[src/rtl/distance_uart_reporter.sv]
// distance_uart_reporter: converts each published 16-bit distance sample (mm)
// to a decimal ASCII line ("1234\r\n", or "OOR\r\n" when out of range) and
// streams it 8N1 on uart_tx. One sample may wait while a line is in flight;
// overwriting a waiting sample bumps drop_cnt.
// Ports:
//   fastclk    system clock
//   rst        synchronous active-high reset
//   dist_valid one-cycle strobe qualifying dist_mm
//   dist_mm    unsigned distance sample in mm
//   uart_tx    UART serial output, idle high
//   busy       high from sample capture until its line's last stop bit ends
//   drop_cnt   saturating count of overwritten pending samples
module distance_uart_reporter #(
  parameter int unsigned CLKS_PER_BIT = 217,
  parameter int unsigned OOR_MM       = 8190
) (
  input  logic        fastclk,
  input  logic        rst,
  input  logic        dist_valid,
  input  logic [15:0] dist_mm,
  output logic        uart_tx,
  output logic        busy,
  output logic [7:0]  drop_cnt
);

  localparam int unsigned BAUD_W = (CLKS_PER_BIT > 1) ? $clog2(CLKS_PER_BIT) : 1;
  localparam logic [BAUD_W-1:0] BAUD_LAST = BAUD_W'(CLKS_PER_BIT - 1);
  localparam logic [15:0] OOR_VAL = 16'(OOR_MM);

  typedef enum logic [2:0] {
    S_IDLE, S_CONVERT, S_LOAD, S_START, S_DATA, S_STOP, S_DISPATCH
  } state_t;

  state_t            state_q, state_d;
  logic [15:0]       work_q, work_d;
  logic [19:0]       bcd_q, bcd_d;
  logic [3:0]        cnt_q, cnt_d;
  logic              oor_q, oor_d;
  logic [6:0][7:0]   chars_q, chars_d;
  logic [2:0]        nbytes_q, nbytes_d;
  logic [2:0]        idx_q, idx_d;
  logic [2:0]        bit_q, bit_d;
  logic [BAUD_W-1:0] baud_q, baud_d;
  logic [15:0]       pend_q, pend_d;
  logic              pend_valid_q, pend_valid_d;
  logic [7:0]        drop_q, drop_d;
  logic              busy_q, busy_d;
  logic              tx_q, tx_d;

  // Double-dabble correction: add 3 to every BCD digit >= 5 before the shift.
  logic [19:0] bcd_adj;
  always_comb begin
    bcd_adj = bcd_q;
    for (int i = 0; i < 5; i++) begin
      if (bcd_q[4*i +: 4] >= 4'd5) bcd_adj[4*i +: 4] = bcd_q[4*i +: 4] + 4'd3;
    end
  end

  // Character list: digits with leading zeros suppressed, then CR LF.
  logic [2:0]      nd;
  logic [27:0]     aligned;
  logic [6:0][7:0] load_chars;
  logic [2:0]      load_n;
  always_comb begin
    nd = 3'd1;
    if      (bcd_q[19:16] != 4'd0) nd = 3'd5;
    else if (bcd_q[15:12] != 4'd0) nd = 3'd4;
    else if (bcd_q[11:8]  != 4'd0) nd = 3'd3;
    else if (bcd_q[7:4]   != 4'd0) nd = 3'd2;
    // Left-justify the significant digits so character i is nibble i from the top.
    case (nd)
      3'd5:    aligned = {bcd_q, 8'h00};
      3'd4:    aligned = {bcd_q[15:0], 12'h000};
      3'd3:    aligned = {bcd_q[11:0], 16'h0000};
      3'd2:    aligned = {bcd_q[7:0], 20'h00000};
      default: aligned = {bcd_q[3:0], 24'h000000};
    endcase
    for (int i = 0; i < 7; i++) begin
      load_chars[i] = 8'h00;
      if (3'(i) < nd)                    load_chars[i] = {4'h3, aligned[27-4*i -: 4]};
      else if (3'(i) == nd)              load_chars[i] = 8'h0D;
      else if (3'(i) == 3'(nd + 3'd1))   load_chars[i] = 8'h0A;
    end
    load_n = 3'(nd + 3'd2);
    if (oor_q) begin
      load_chars = {8'h00, 8'h00, 8'h0A, 8'h0D, 8'h52, 8'h4F, 8'h4F};
      load_n     = 3'd5;
    end
  end

  // State register.
  always_ff @(posedge fastclk) begin
    if (rst) begin
      state_q      <= S_IDLE;
      work_q       <= '0;
      bcd_q        <= '0;
      cnt_q        <= '0;
      oor_q        <= 1'b0;
      chars_q      <= '0;
      nbytes_q     <= '0;
      idx_q        <= '0;
      bit_q        <= '0;
      baud_q       <= '0;
      pend_q       <= '0;
      pend_valid_q <= 1'b0;
      drop_q       <= '0;
      busy_q       <= 1'b0;
      tx_q         <= 1'b1;
    end else begin
      state_q      <= state_d;
      work_q       <= work_d;
      bcd_q        <= bcd_d;
      cnt_q        <= cnt_d;
      oor_q        <= oor_d;
      chars_q      <= chars_d;
      nbytes_q     <= nbytes_d;
      idx_q        <= idx_d;
      bit_q        <= bit_d;
      baud_q       <= baud_d;
      pend_q       <= pend_d;
      pend_valid_q <= pend_valid_d;
      drop_q       <= drop_d;
      busy_q       <= busy_d;
      tx_q         <= tx_d;
    end
  end

  // Next-state and output logic.
  always_comb begin
    state_d      = state_q;
    work_d       = work_q;
    bcd_d        = bcd_q;
    cnt_d        = cnt_q;
    oor_d        = oor_q;
    chars_d      = chars_q;
    nbytes_d     = nbytes_q;
    idx_d        = idx_q;
    bit_d        = bit_q;
    baud_d       = baud_q;
    pend_d       = pend_q;
    pend_valid_d = pend_valid_q;
    drop_d       = drop_q;
    busy_d       = busy_q;

    // Samples arriving while busy go to pending; DISPATCH sees this write.
    if (dist_valid && state_q != S_IDLE) begin
      pend_d       = dist_mm;
      pend_valid_d = 1'b1;
      if (pend_valid_q && drop_q != 8'hFF) drop_d = drop_q + 8'd1;
    end

    case (state_q)
      S_IDLE: begin
        if (dist_valid) begin
          work_d  = dist_mm;
          oor_d   = (dist_mm >= OOR_VAL);
          bcd_d   = '0;
          cnt_d   = '0;
          busy_d  = 1'b1;
          state_d = S_CONVERT;
        end
      end
      S_CONVERT: begin
        {bcd_d, work_d} = {bcd_adj[18:0], work_q, 1'b0};
        cnt_d = cnt_q + 4'd1;
        if (cnt_q == 4'd15) state_d = S_LOAD;
      end
      S_LOAD: begin
        chars_d  = load_chars;
        nbytes_d = load_n;
        idx_d    = '0;
        bit_d    = '0;
        baud_d   = '0;
        state_d  = S_START;
      end
      S_START: begin
        if (baud_q == BAUD_LAST) begin
          baud_d  = '0;
          bit_d   = '0;
          state_d = S_DATA;
        end else begin
          baud_d = baud_q + 1'b1;
        end
      end
      S_DATA: begin
        if (baud_q == BAUD_LAST) begin
          baud_d = '0;
          if (bit_q == 3'd7) state_d = S_STOP;
          else               bit_d   = bit_q + 3'd1;
        end else begin
          baud_d = baud_q + 1'b1;
        end
      end
      S_STOP: begin
        if (baud_q == BAUD_LAST) begin
          baud_d = '0;
          if (idx_q == 3'(nbytes_q - 3'd1)) begin
            state_d = S_DISPATCH;
          end else begin
            idx_d   = idx_q + 3'd1;
            state_d = S_START;
          end
        end else begin
          baud_d = baud_q + 1'b1;
        end
      end
      S_DISPATCH: begin
        if (pend_valid_d) begin
          work_d       = pend_d;
          oor_d        = (pend_d >= OOR_VAL);
          bcd_d        = '0;
          cnt_d        = '0;
          pend_valid_d = 1'b0;
          state_d      = S_CONVERT;
        end else begin
          busy_d  = 1'b0;
          state_d = S_IDLE;
        end
      end
      default: state_d = S_IDLE;
    endcase

    // Line level follows the state being entered so it changes with the state.
    case (state_d)
      S_START: tx_d = 1'b0;
      S_DATA:  tx_d = chars_q[idx_q][bit_d];
      default: tx_d = 1'b1;
    endcase
  end

  assign uart_tx  = tx_q;
  assign busy     = busy_q;
  assign drop_cnt = drop_q;

endmodule

[config.mk]
export PLATFORM = sky130hd
export DESIGN_NAME = distance_uart_reporter
export DESIGN_NICKNAME = d
export VERILOG_FILES = /design/src/rtl/distance_uart_reporter.sv
export SDC_FILE = /design/constraint.sdc
export NUM_CORES = 1
export LEC_CHECK = 0
export BUFFER_PORTS_ARGS = -buffer_cell sky130_fd_sc_hd__buf_4
export CAP_MARGIN = 20
export CORE_ASPECT_RATIO = 1.25
export CORE_UTILIZATION = 56
export DETAILED_ROUTE_END_ITERATION = 6
export HOLD_SLACK_MARGIN = 0.1
export PLACE_DENSITY = 0.77
export SYNTH_ARGS = -nofsm -noshare
export SYNTH_HDL_FRONTEND = slang
export SYNTH_SLANG_ARGS = --single-unit
[constraint.sdc]
create_clock -name fastclk -period 2.3 [get_ports fastclk]
set_clock_uncertainty 0.2 [all_clocks]
set_input_delay 0.46 -clock fastclk [delete_from_list [all_inputs] [get_ports fastclk]]
set_output_delay 0.46 -clock fastclk [all_outputs]
set_load 0.05 [all_outputs]
==> results.md <==
- Syn Area/Cell: 8.058 um^2
- Final cycle utilization of the critical path: 99.21%
- IR Drop Worst-Case VDD: about 0.00043 V
- Post-synthesis net count: 827
- Worst rel slew slack: 37.08%
- Post-synthesis cell type count: 76
- Comb pwr share: approximately 6.4%
- Die X: ~100 um
- Drt total wl: 17.39 mm
- Worst Setup Start Kind: register
- Clock Pin Slew Worst Setup and Hold Paths: 0.06 ns
- FFs w/ async S/R, synth: 0%
- All-layer global routing usage: roughly 30%
- Layout area overhead: 21.01%
- Post-route cell area: between 7000 and 8000 um^2
- Die ar.: between 10000 and 15000 um^2
- Pwr Density: between 600 and 700 nW/um^2
- FP Rows: 43
- RSZ-0062 raised after global routing: true
- Status: completed
- Antenna-violating nets left: 0
- Largest family of logic cells by synthesized area: simple AND/OR/NAND/NOR gates
- Fmax: about 440 MHz
- Crit Path Max Fanout: 6
- Ant. Diodes: 0
- Chip Height: about 120 um
- Crit path from: baud_q[0]
- Synth area leader: dfxtp_1
- Worst hold slack: 0.1200 ns
- TritonRoute pass-1 iters: 5
- Io pins: 29
- Seq pwr share: between 40% and 50%
- Xor/xnor share of the synthesized area: approximately 2.1%
- First-pass GRT wire length: about 28 mm
- Net Switching: around 0.0012 W
- PortBufs: 28
- Share of cells above drive strength 1: ~21%
- Adder-Cell Fraction of Synth Area: approximately 3.5%
- Core Box Area: roughly 11000 um^2
- WP data required: 2.40 ns
- Post-synthesis simple-gate area fraction: between 20 and 25%
- Worst Max-Slew Pin Slew: approximately 0.94 ns
- Seq cells post-synth: around 120
- Placed Instance Area: 7039 um^2
- WL/cell: between 15 and 20 um
- Synth Area in Compound Gates: ~24%
- HPWL after detailed placement: 12.16 mm
- Largest net degree at the start of global routing: 44
- Vias per cell: ~6.2
- Clock share of power: roughly 51%
- Slew Limit Fails: 0
- Placer Congestion: just over 0.9
- # setup viols final: 0
- P_int: between 0.003 and 0.004 W
- Multiplexer share of the synthesized area: ~3.5%
- Leakage Power: slightly below 3 nW
- Yosys warnings: 0
- Critical Path End Type: register
- EDFF count, synth: 0
- Initial antenna violation count: 0
- Clock root buffer master: clkbuf_16
- CTS tree: done
- Crit path kind: reg2reg
- Post-route core utilization: between 60 and 70%
- Fill count: a little under 900
- Tot Pwr: ~0.005 W
- Hold Path Class: in2reg
- Sequential-to-total area share from yosys stat: 37.42%
- Post-Synthesis Cells: about 800
- Hold path start: dist_mm[0]
- Initial core utilization: about 57%
- Hold Vio Cnt, Final: 0
- CTS sink cnt: approximately 120
- Fin crit period: ~2.3 ns
- DRC Markers: 0
- Detailed-route via count: just over 6000
- Main synth FF type: dfxtp_1
- Top cell type's share of synthesized area: 37.42%
- Vias in the first global route: between 5000 and 6000
- R2R Path Start: baud_q[0]
- Clock Latency Late Sink: 0.41 ns
- GRT overflow: 0
- Sw frac: about a quarter
- Cell Area, Synth: between 6000 and 7000 um^2
- DRT iter0 DRCs: approximately 490
- Top cells by area, synth: dfxtp_1 (37%), nor2_1 (6.6%), a21oi_1 (5.5%)
- WP data arrival: around 2.4 ns
- H-tree lvl count: 4
- Nets: 887
- Clock buffer depth: 2
- CTS buffer count: 17
- Maxcap violations: 0
[power groups by stage]
stage / sequential, W / combinational [W] / clock [W]
4_1_cts: 0.00214 / 0.000315 / 0.00258
3_5_place_dp: 0.00219 / 0.000312 / 0
5_1_grt: 0.00215 / 0.000347 / 0.00269
6_report: 0.00215 / 0.000321 / 0.00256
2_1_floorplan: 0.00218 / 0.000196 / 0
3_3_place_gp: 0.00218 / 0.000303 / 0
[registers in the layout, summed over array words and instances (netlist names), 4 cells and up]
register,count
chars_q,31
bcd_q,20
pend_q,16
work_q,16
baud_q,8
drop_cnt,8
cnt_q,4
[stage by stage]
stage | std cells | setup TNS, ns | setup slack (ns)
floorplan | 790 | 0 | 0.009506
global placement | 964 | -0.1839 | -0.1768
detailed placement | 964 | -0.3538 | -0.1680
CTS | 997 | 0 | 0.007966
global route | 998 | -0.1140 | -0.07645
finish | 998 | 0 | 0.01813
[cell type report]
| cell class | count | area (um^2) | share of cell area (%) |
|---|---|---|---|
| multi-input combinational | 594 | 3746 | 48.63 |
| sequential | 119 | 2384 | 30.94 |
| timing repair buffer | 100 | 763.2 | 9.907 |
| clock buffer | 19 | 442.9 | 5.750 |
| tap | 135 | 168.9 | 2.193 |
| clock inverter | 13 | 131.4 | 1.705 |
| inverter | 18 | 67.56 | 0.8771 |
[metal layers]
metal	wire length (um)	GRT usage, %	vias up
li1	-	-	2977
met1	7128	35.29	2961
met2	8839	51.57	252
met3	951	6.164	42
met4	465	13.14	0
met5	0	0	-
[worst max-delay path: stages, from the launching register on]
cell and delay (ns):
dfxtp_1 0.33, inv_2 0.08, ha_4 0.14, nand4b_4 0.15, o21ai_1 0.25, o21ai_1 0.11
a221o_1 0.33, a211oi_2 0.27, nand3b_1 0.10, o211a_1 0.21
[kinds of logic after synthesis]
family	after synthesis
compound gates	223
xor+xnor	14
fa+ha+maj	18
buf+inv	77
flops	119
mux	15
simple gates	324
[placed cells by master, fill, tap and decap left out, drive strengths merged, types with 7 or more instances in the layout]
master / synthesis / routed
dfxtp: 119 / 119
nor2: 115 / 115
buf: 15 / 100
nand2: 89 / 89
a21oi: 70 / 70
o21ai: 43 / 43
nor3: 33 / 33
clkbuf: 44 / 19
a22oi: 18 / 18
inv: 18 / 18
ha: 18 / 18
nand3: 17 / 17
nand2b: 16 / 16
a221o: 15 / 15
nand4: 14 / 14
a211oi: 14 / 14
o211ai: 11 / 11
xor2: 7 / 7
mux2i: 7 / 7
o22ai: 7 / 7
[worst paths after layout]
path / to / slack [ns] / cells after the start
worst max-delay path: uart_tx / 0.02 / 9
worst min-delay path: pend_q[0] / 0.12 / 3
worst max register to register: uart_tx / 0.02 / 9
worst min register to register: chars_q[13] / 0.25 / 1
[cell usage after synthesis (12+ instances only)]
library cell	number
a211oi_1	12
nor3_1	32
ha_1	18
a221o_1	15
a22oi_1	18
nand2b_1	16
nor2_1	112
nand2_1	89
dfxtp_1	119
o21ai_0	36
nand3_1	16
a21oi_1	70
nand4_1	14
inv_1	18
clkbuf_1	44
[repair_timing]
action	CTS	global route
pin swaps	3	1
gates cloned	0	0
hold buffers	0	0
gates resized for setup	9	12
endpoints found under the setup margin	14	27
buffers inserted	1	1
No activity file was read; power rests on OpenSTA's default activity.
